### src/rtl/stoch_scale_dn.sv
// stoch_scale_dn: divides the 1-density of a stochastic bitstream by G (one OUT pulse per G input ones).
// Optional saturating statistics counters enabled by defining SCALE_DN_STAT_EN.
module stoch_scale_dn #(
  parameter int MEML  = 16,
  parameter int STATW = 16
) (
  input  logic             CLK,
  input  logic             RSTN,
  input  logic             EN,
  input  logic             CLR,
  input  logic             IN,
  input  logic [MEML-1:0]  G,
  output logic             OUT,
  output logic [STATW-1:0] IN_CNT,
  output logic [STATW-1:0] OUT_CNT
);
  logic [MEML-1:0] cnt, d_lat, g_eff, d_eff;
  logic [MEML:0]   nxt;
  logic            done, take;
  always_comb begin
    g_eff = (G == '0) ? MEML'(1) : G;
    d_eff = (cnt == '0) ? g_eff : d_lat;
    nxt   = {1'b0, cnt} + 1'b1;
    done  = nxt >= {1'b0, d_eff};
    take  = EN && !CLR && IN;
  end
  always_ff @(posedge CLK or negedge RSTN) begin
    if (!RSTN) begin
      OUT   <= 1'b0;
      cnt   <= '0;
      d_lat <= MEML'(1);
    end else if (CLR) begin
      OUT <= 1'b0;
      cnt <= '0;
    end else if (take) begin
      if (cnt == '0) d_lat <= g_eff;
      OUT <= done;
      cnt <= done ? '0 : nxt[MEML-1:0];
    end else begin
      OUT <= 1'b0;
    end
  end
`ifdef SCALE_DN_STAT_EN
  always_ff @(posedge CLK or negedge RSTN) begin
    if (!RSTN) begin
      IN_CNT  <= '0;
      OUT_CNT <= '0;
    end else if (CLR) begin
      IN_CNT  <= '0;
      OUT_CNT <= '0;
    end else if (take) begin
      IN_CNT  <= (IN_CNT == '1) ? IN_CNT : IN_CNT + 1'b1;
      OUT_CNT <= (!done || OUT_CNT == '1) ? OUT_CNT : OUT_CNT + 1'b1;
    end
  end
`else
  assign IN_CNT  = '0;
  assign OUT_CNT = '0;
`endif
endmodule

### config.mk
export PLATFORM = sky130hd
export DESIGN_NAME = stoch_scale_dn
export DESIGN_NICKNAME = d
export VERILOG_FILES = /design/src/rtl/stoch_scale_dn.sv
export SDC_FILE = /design/constraint.sdc
export NUM_CORES = 1
export LEC_CHECK = 0
export ABC_AREA = 1
export BUFFER_PORTS_ARGS = -buffer_cell sky130_fd_sc_hd__buf_2
export CAP_MARGIN = 10
export CORE_MARGIN = 4
export CORE_UTILIZATION = 40
export CTS_BUF_LIST = sky130_fd_sc_hd__clkbuf_2 sky130_fd_sc_hd__clkbuf_4 sky130_fd_sc_hd__clkbuf_8
export DETAILED_ROUTE_END_ITERATION = 7
export SYNTH_ARGS = -nofsm -noshare
export SYNTH_HDL_FRONTEND = slang
export SYNTH_SLANG_ARGS = --single-unit
### constraint.sdc
create_clock -name CLK -period 6.9 [get_ports CLK]
set_clock_uncertainty 0.15 [all_clocks]
set_input_delay 0.345 -clock CLK [delete_from_list [all_inputs] [get_ports CLK]]
set_output_delay 0.345 -clock CLK [all_outputs]
set_load 0.005 [all_outputs]
==> results.ini, run 1 <==
[timing]
slew_violations = 0
hold_viol = 29
min_period_ps = 3360
setup_viol = 0
slew_headroom_pct = 24.7
worst_slack_ps = 3540
setup_tns_ps = 0
fin_hold_ws_ps = -18.4
finalCritPeriodShare_pct = 48.7
tightest_slew_ps = 1130
fmax_mhz = 298
grt_setup_unrepaired = no

[clock_tree]
clkSinkCount = 33
cts_hold_buf = 0
cts.path.max_buffers = 2
clk_latency_ps = 290
cts_setup_buffers = 0
htreeDepth = 2
cts_made_buffers = 5
cts.reportedPaths.clkPinSlew_ps = 80
cts_resized = 0
cts_root_buffer = clkbuf_8
cts_tree = done

[layout]
fin_nets = 478
syn2layout_area_growth_pct = 4.97
diodes = 0
fin_util_pct = 43.3
drive_gt1_share_pct = 10.0
seq_area_um2 = 827
multi_input_comb_area_um2 = 1570
fill_cells = 755

[grt]
overflow = 0
grt_use_total_pct = 15.6
grt_max_degree = 34
grt_pass1_vias = 2312
grt_pass1_wl_um = 10800
antenna_found_initial = 0

[worst_setup_path]
path_common_cell = nand2_1
required_ps = 6930
critPathMaxStageDelay_ps = 460
cp-start-kind = flop
crit_buf_inv = 3
cp.arrival_ps = 3390
path_max_fanout = 23
endpoint_kind = flop
cpLargestDelayFamily = simple AND/OR/NAND/NOR gates
critical_path.slowest_cell = dfrtp_1
crit_chain = inv_1 -> ha_1 -> nand2_1 -> nor2_1 -> nand2_1 -> inv_2 -> nand2_1 -> nand2_1 -> inv_1 -> ha_1 -> nand2_1 -> nor2_1 -> nand2_1 -> nand3b_1 -> nand2_1 -> nand2_2 -> nand4_1 -> nand2_1
path_class = flop to flop

[power]
peakVddDrop_v = 0.0000746
seq_power_share_pct = 47.0
clockPowerShare_pct = 33.6
p_leak_nw = 1.71
comb_power_share_pct = 19.5
powerDensity_nw_per_um2 = 162
swShare_pct = 30.8
internal-power_mw = 0.332
total_switching_power_mw = 0.148

[yosys]
synth_seq_cells = 33
synth_area_um2 = 2820
synthFlopType = dfrtp_1
synth-edff-count = 0
synth_cell_types = 29
synth-async-reset-ratio_pct = 100
synth_cells = 422
ys_seq_area_share_pct = 29.3
yosys_warnings = 0
syn_area_per_cell_um2 = 6.68

[route]
dr.pass1.iters = 4
drt_iter0_drc = 150
drc = 0
vias = 2463
vias_per_cell = 4.60
avgRoutedWirePerCell_um = 11.7
totalWireLength_um = 6260
drtAntennaViolNets = 0

[place]
gp_congestion = 0.855
place_ws_ps = 3580
dp_hpwl_um = 4810
portBuffers = 21

[status]
outcome = finished, violations left
failed_checks = negative hold slack

[floorplan]
design.die.area_um2 = 8460
start_util_pct = 41.3
die-height_um = 92.0
num_rows = 30
core-area_um2 = 6830
fp.dieW_um = 92.0
io_pins = 54

[flow_run]
cap_violations = 0

[hold_path]
worstHoldPathType = primary input to asynchronous set/reset pin

## synthesized netlist by cell type (3+ instances only)
| cell type | count | area [µm²] |
|---|---|---|
| a21oi_1 | 4 | 20.0 |
| buf_4 | 35 | 263 |
| clkbuf_1 | 5 | 18.8 |
| dfrtp_1 | 32 | 801 |
| ha_1 | 18 | 225 |
| inv_1 | 61 | 229 |
| nand2_1 | 131 | 492 |
| nand3_1 | 14 | 70.1 |
| nand4_1 | 23 | 144 |
| nor2_1 | 38 | 143 |
| nor2_2 | 3 | 18.8 |
| nor2_4 | 4 | 45.0 |
| o21ai_0 | 8 | 40.0 |
| o21ai_1 | 19 | 95.1 |
| xor2_1 | 4 | 35.0 |
## area by class of cell
type | count | area share (%)
repair buffers | 22 | 3.80
multi-input cells | 314 | 52.9
inverters | 63 | 7.99
well taps | 96 | 4.06
clock buffers | 7 | 3.04
flip-flops and latches | 33 | 27.9
clock inverters | 1 | 0.254
## cells by family (layout without fill, tap and decap cells)
kind of cell | Yosys count | in the layout | synth area share, %
adders and majority gates | 18 | 18 | 7.99
other | 1 | 32 | 0.133
AOI/OAI and AO/OA | 33 | 33 | 6.03
and+or+nand+nor | 227 | 227 | 36.0
DFF | 33 | 33 | 29.3
buffers and inverters | 106 | 93 | 19.3
xor gates and xnor gates | 4 | 4 | 1.24
## layer usage
metal | vias up | share of wire [%] | GRT usage, %
li1 | 1284 | - | -
met1 | 1124 | 47 | 22.0
met2 | 46 | 47 | 24.5
met3 | 9 | 4.0 | 2.46
met4 | 0 | 1.7 | 4.83
met5 | - | 0 | 0
## worst paths after layout
path,start,to,slack [ps],cells after the start
worst max-delay path,cnt[0],cnt[15],3540,18
min in group CLK,CLR,d_lat[0],230,4
max in group asynchronous,RSTN,cnt[1],6120,1
worst min register to register,d_lat[0],d_lat[0],330,2
worst min-delay path,RSTN,d_lat[10],-20,1
worst max register to register,cnt[0],cnt[15],3540,18
## layout by cell type, fill, tap and decap left out
cell        netlist  final
buf_2             2     21
clkbuf_4          0      1
a21o_1            2      2
and2_1            2      2
or2_1             2      2
clkinvlp_4        0      1
nor2_1           38     38
nand3b_1          2      2
dfstp_2           1      1
nand3_4           1      1
nand3_1          14     14
inv_2             2      2
o21ai_1          19     19
inv_1            61     61
conb_1            1     32
nand2_1         131    131
nor2_2            3      3
nand2_2           2      2
ha_1             18     18
o21ai_0           8      8
nor4_1            2      2
a21oi_1           4      4
xor2_1            4      4
clkbuf_8          0      6
nand2_4           1      1
buf_4            35      1
nor3_1            2      2
nor2_4            4      4
nand4_1          23     23
dfrtp_1          32     32
## registers in the layout (all words and copies together), names as in the netlist
signal	flops
d_lat	16
OUT	1
cnt	16
## power groups by stage
stage | Combinational, mW | Clock [mW] | Sequential (mW)
final | 0.0933 | 0.161 | 0.225
after CTS | 0.0943 | 0.164 | 0.225
after floorplan | 0.0823 | 0 | 0.226
after detailed placement | 0.0934 | 0 | 0.228
after global routing | 0.112 | 0.172 | 0.227
after global placement | 0.0912 | 0 | 0.229
## metrics by stage
stage               cells  power (mW)  instance area, µm²
floorplan             453       0.308                2940
global placement      528       0.320                2860
detailed placement    528       0.322                2860
CTS                   536       0.483                2960
global route          536       0.512                2960
finish                536       0.479                2960
Power figures use the tool's default switching activity.
==> run 2, diff against run 1 <==
Settings changed: ABC_AREA 1 to 0.
Clock period 6.9 ns to 3.1 ns, I/O delays scaled along.
==> run 2 against run 1 <==
Compared with the run above:
- wire length fell by 8.2%
- clock power rose by 120%
- critical path type unchanged
- sequential power rose by 120%
- count of clock-buffer cells in the layout rose by 1
- the run ends with negative setup slack left
- synthesized cell count fell by 41%
- setup slack got worse by 3800 ps
- register-to-register slack got worse by 3800 ps
- worst hold slack improved by 24 ps
- utilization rose by 9.9 points
==> results.ini, run 2 <==
[status]
outcome = finished, violations left  ; unchanged
failed_checks = negative setup slack  ; was negative hold slack

[worst_setup_path]
rrSetupSlack_ps = -210  ; was 3540 ps
rr_startpoint = cnt[8]  ; was cnt[0]
crit_chain = nor4_2 -> nand4_1 -> buf_6 -> buf_12 -> mux2i_2 -> ha_1 -> nand4_1 -> o41ai_2 -> a21o_1 -> buf_4 -> nor4_2 -> buf_4 -> a32o_1  ; was inv_1 -> ha_1 -> nand2_1 -> nor2_1 -> nand2_1 -> inv_2 -> nand2_1 -> nand2_1 -> inv_1 -> ha_1 -> nand2_1 -> nor2_1 -> nand2_1 -> nand3b_1 -> nand2_1 -> nand2_2 -> nand4_1 -> nand2_1
critPathMaxStageDelay_ps = 440  ; was 460 ps
cp.arrival_ps = 3330  ; was 3390 ps
critical_path.slowest_cell = dfrtp_1  ; unchanged
required_ps = 3120  ; was 6930 ps
path_class = flop to flop  ; unchanged
worstReg2RegEnd = cnt[5]  ; was cnt[15]
cp-start-kind = flop  ; unchanged
reg2regPathDepth = 13  ; was 18
path_max_fanout = 12  ; was 23
endpoint_kind = flop  ; unchanged

[yosys]
synth-edff-count = 0  ; unchanged
yosys_warnings = 0  ; unchanged
synth_top_area_share_pct = 33.2  ; was 28.4%
synth_largest_area_cell = dfrtp_1  ; unchanged
synthFlopType = dfrtp_1  ; unchanged
synth_common_cells = 32 x buf_4, 32 x dfrtp_1, 26 x nand2_1, 18 x ha_1, 15 x mux2i_1  ; was 131 x nand2_1, 61 x inv_1, 38 x nor2_1, 35 x buf_4, 32 x dfrtp_1
ys_seq_area_share_pct = 34.3  ; was 29.3%
synth_cell_types = 42  ; was 29
synth_cells = 250  ; was 422
syn_area_per_cell_um2 = 9.65  ; was 6.68 µm²
synth_area_leaders = dfrtp_1 33%, buf_4 10%, ha_1 9.3%  ; was dfrtp_1 28%, nand2_1 17%, buf_4 9.3%
synth-async-reset-ratio_pct = 100  ; unchanged
synth_seq_cells = 33  ; unchanged
synth_area_um2 = 2410  ; was 2820 µm²

[timing]
slew_headroom_pct = 49.3  ; was 24.7%
grt_setup_unrepaired = yes  ; was no
fin_hold_ws_ps = 5.36  ; was -18.4 ps
tightest_slew_ps = 761  ; was 1130 ps
fmax_mhz = 302  ; was 298 MHz
hold_viol = 0  ; was 29
finalCritPeriodShare_pct = 107  ; was 48.7%
min_period_ps = 3310  ; was 3360 ps
worst_slack_ps = -209  ; was 3540 ps
slew_violations = 0  ; unchanged
setup_viol = 17  ; was 0

[hold_path]
min_from = G[7]
worstHoldEndpoint = d_lat[7]
hold_depth = 2
worstHoldPathType = primary input to flop  ; was primary input to asynchronous set/reset pin

[power]
p_leak_nw = 1.60  ; was 1.71 nW
powerDensity_nw_per_um2 = 345  ; was 162 nW/µm²
p_total_mw = 1.08  ; was 0.479 mW
peakVddDrop_v = 0.000206  ; was 0.0000746 V

[grt]
grt_pass1_wl_um = 9650  ; was 10,800 µm
grt_use_total_pct = 16.6  ; was 15.6%
grt_max_degree = 34  ; unchanged
overflow = 0  ; unchanged
antenna_found_initial = 0  ; unchanged
grt_pass1_vias = 2107  ; was 2,312

[floorplan]
num_rows = 28  ; was 30
design.die.area_um2 = 7340  ; was 8460 µm²
die-height_um = 85.7  ; was 92.0 µm
fp.dieW_um = 85.7  ; was 92.0 µm
io_pins = 54  ; unchanged
core-area_um2 = 5890  ; was 6830 µm²
start_util_pct = 41.0  ; was 41.3%

[clock_tree]
cts.path.max_buffers = 2  ; unchanged
cts_root_buffer = clkbuf_8  ; unchanged
clk_latency_ps = 290  ; about the same
htreeDepth = 2  ; unchanged
cts_made_buffers = 5  ; unchanged
cts_tree = done  ; unchanged
clkSinkCount = 33  ; unchanged
cts.reportedPaths.clkPinSlew_ps = 70  ; was 80 ps

[flow_run]
cap_violations = 0  ; unchanged

[layout]
diodes = 0  ; unchanged
layout_commonest_cell = buf_4  ; was nand2_1
syn2layout_area_growth_pct = 29.8  ; was 4.97%
reg_top3 = cnt x16, d_lat x16, OUT x1  ; unchanged
fin_nets = 367  ; was 478
fill_cells = 547  ; was 755
final_cell_mix = 46 x buf_4, 32 x dfrtp_1, 32 x conb_1  ; was 131 x nand2_1, 61 x inv_1, 38 x nor2_1
drive_gt1_share_pct = 34.3  ; was 10.0%

[route]
drtAntennaViolNets = 0  ; unchanged
met1_length_um = 2580  ; was 2940 µm
drc = 0  ; unchanged
wl_met3_um = 240  ; was 248 µm
highest_layer = met4  ; unchanged
drt_iter0_drc = 95  ; was 150
wl_met2_um = 2820  ; was 2960 µm
vias_per_cell = 5.02  ; was 4.60
avgRoutedWirePerCell_um = 14.2  ; was 11.7 µm
totalWireLength_um = 5750  ; was 6260 µm
dr.pass1.iters = 4  ; unchanged
vias = 2030  ; was 2,463

[place]
portBuffers = 21  ; unchanged
gp_congestion = 0.814  ; was 0.855
dp_hpwl_um = 4290  ; was 4810 µm

==> run 2: cell count changes after synthesis, moves of 15 or more <==
| cell | before | now |
|---|---|---|
| nor2_1 | 38 | 12 |
| nand2_1 | 131 | 26 |
| mux2i_1 | 0 | 15 |
| inv_1 | 61 | 3 |
| o21ai_1 | 19 | 0 |
| nand4_1 | 23 | 6 |
==> run 2: critical path, delay by kind of cell (launching register included) <==
| family | cells | cell delay (ps) |
|---|---|---|
| buffers and inverters | 4 | 640 |
| flip-flops | 1 | 440 |
| AND/OR/NAND/NOR | 4 | 720 |
| adder cells (fa/ha/maj) | 1 | 320 |
| multiplexers | 1 | 140 |
| AO/OA/AOI/OAI | 3 | 780 |
==> run 2: final cells by class <==
| type | instances | area, µm² | share of cell area (%) |
|---|---|---|---|
| multi-input cells | 205 | 1510 | 48.2 |
| flip-flops and latches | 33 | 827 | 26.4 |
| repair buffers | 80 | 593 | 18.9 |
| clock buffers | 8 | 97.6 | 3.12 |
| well taps | 75 | 93.8 | 3.00 |
| inverters | 3 | 11.3 | 0.360 |
==> run 2: how the worst max path moves through the flow <==
stage          slack [ps]  depth (start not counted)  startpoint      end
6_report             -210                         13      cnt[8]   cnt[5]
5_1_grt              -420                         15      cnt[5]   cnt[1]
4_1_cts              -170                         13      cnt[0]   cnt[2]
3_5_place_dp         -180                         13      cnt[6]   cnt[2]
3_3_place_gp         -250                         12      cnt[8]   cnt[5]
2_1_floorplan           6                         14      cnt[0]  cnt[13]
==> run 2: logic make-up (layout without fill, tap and decap cells) <==
group / Yosys count / after routing / synth area share, %
other: 1 / 32 / 0.155
AOI/OAI and AO/OA: 42 / 42 / 12.5
buffers and inverters: 43 / 91 / 12.1
adders and majority gates: 18 / 18 / 9.34
xor gates and xnor gates: 9 / 9 / 3.58
and+or+nand+nor: 79 / 79 / 17.1
muxes: 25 / 25 / 10.9
DFF: 33 / 33 / 34.3
==> run 2: stage by stage <==
step / setup slack, ps / area (µm²) / cells / utilization [%] / setup TNS [ps]
6_report: -209 / 3130 / 404 / 53.2 / -3000
5_1_grt: -423 / 3130 / 404 / 53.2 / -6530
4_1_cts: -168 / 3090 / 403 / 52.5 / -2200
3_5_place_dp: -179 / 2810 / 380 / 47.7 / -2590
3_3_place_gp: -249 / 2810 / 380 / 47.7 / -3540
2_1_floorplan: 6.27 / 2570 / 281 / - / 0
==> run 2: report_power, final <==
group	total [mW]	internal (mW)	switching, mW
combinational	0.219	0.110	0.109
clock	0.356	0.199	0.158
sequential	0.506	0.480	0.0251
total	1.08	0.789	0.291
==> run 2: layer usage <==
layer	vias to the layer above	global-route usage [%]
li1	1013	-
met1	956	20.8
met2	52	28.7
met3	9	2.88
met4	0	5.61
met5	-	0
==> run 2: timing repair <==
action                                 4_1_cts  5_1_grt
hold buffers                                10        0
setup endpoints to repair                   17       17
gates cloned                                 0        0
pin swaps                                    2        1
setup buffers                                5        1
resized for setup                            9        8
endpoints found under the hold margin       41        0
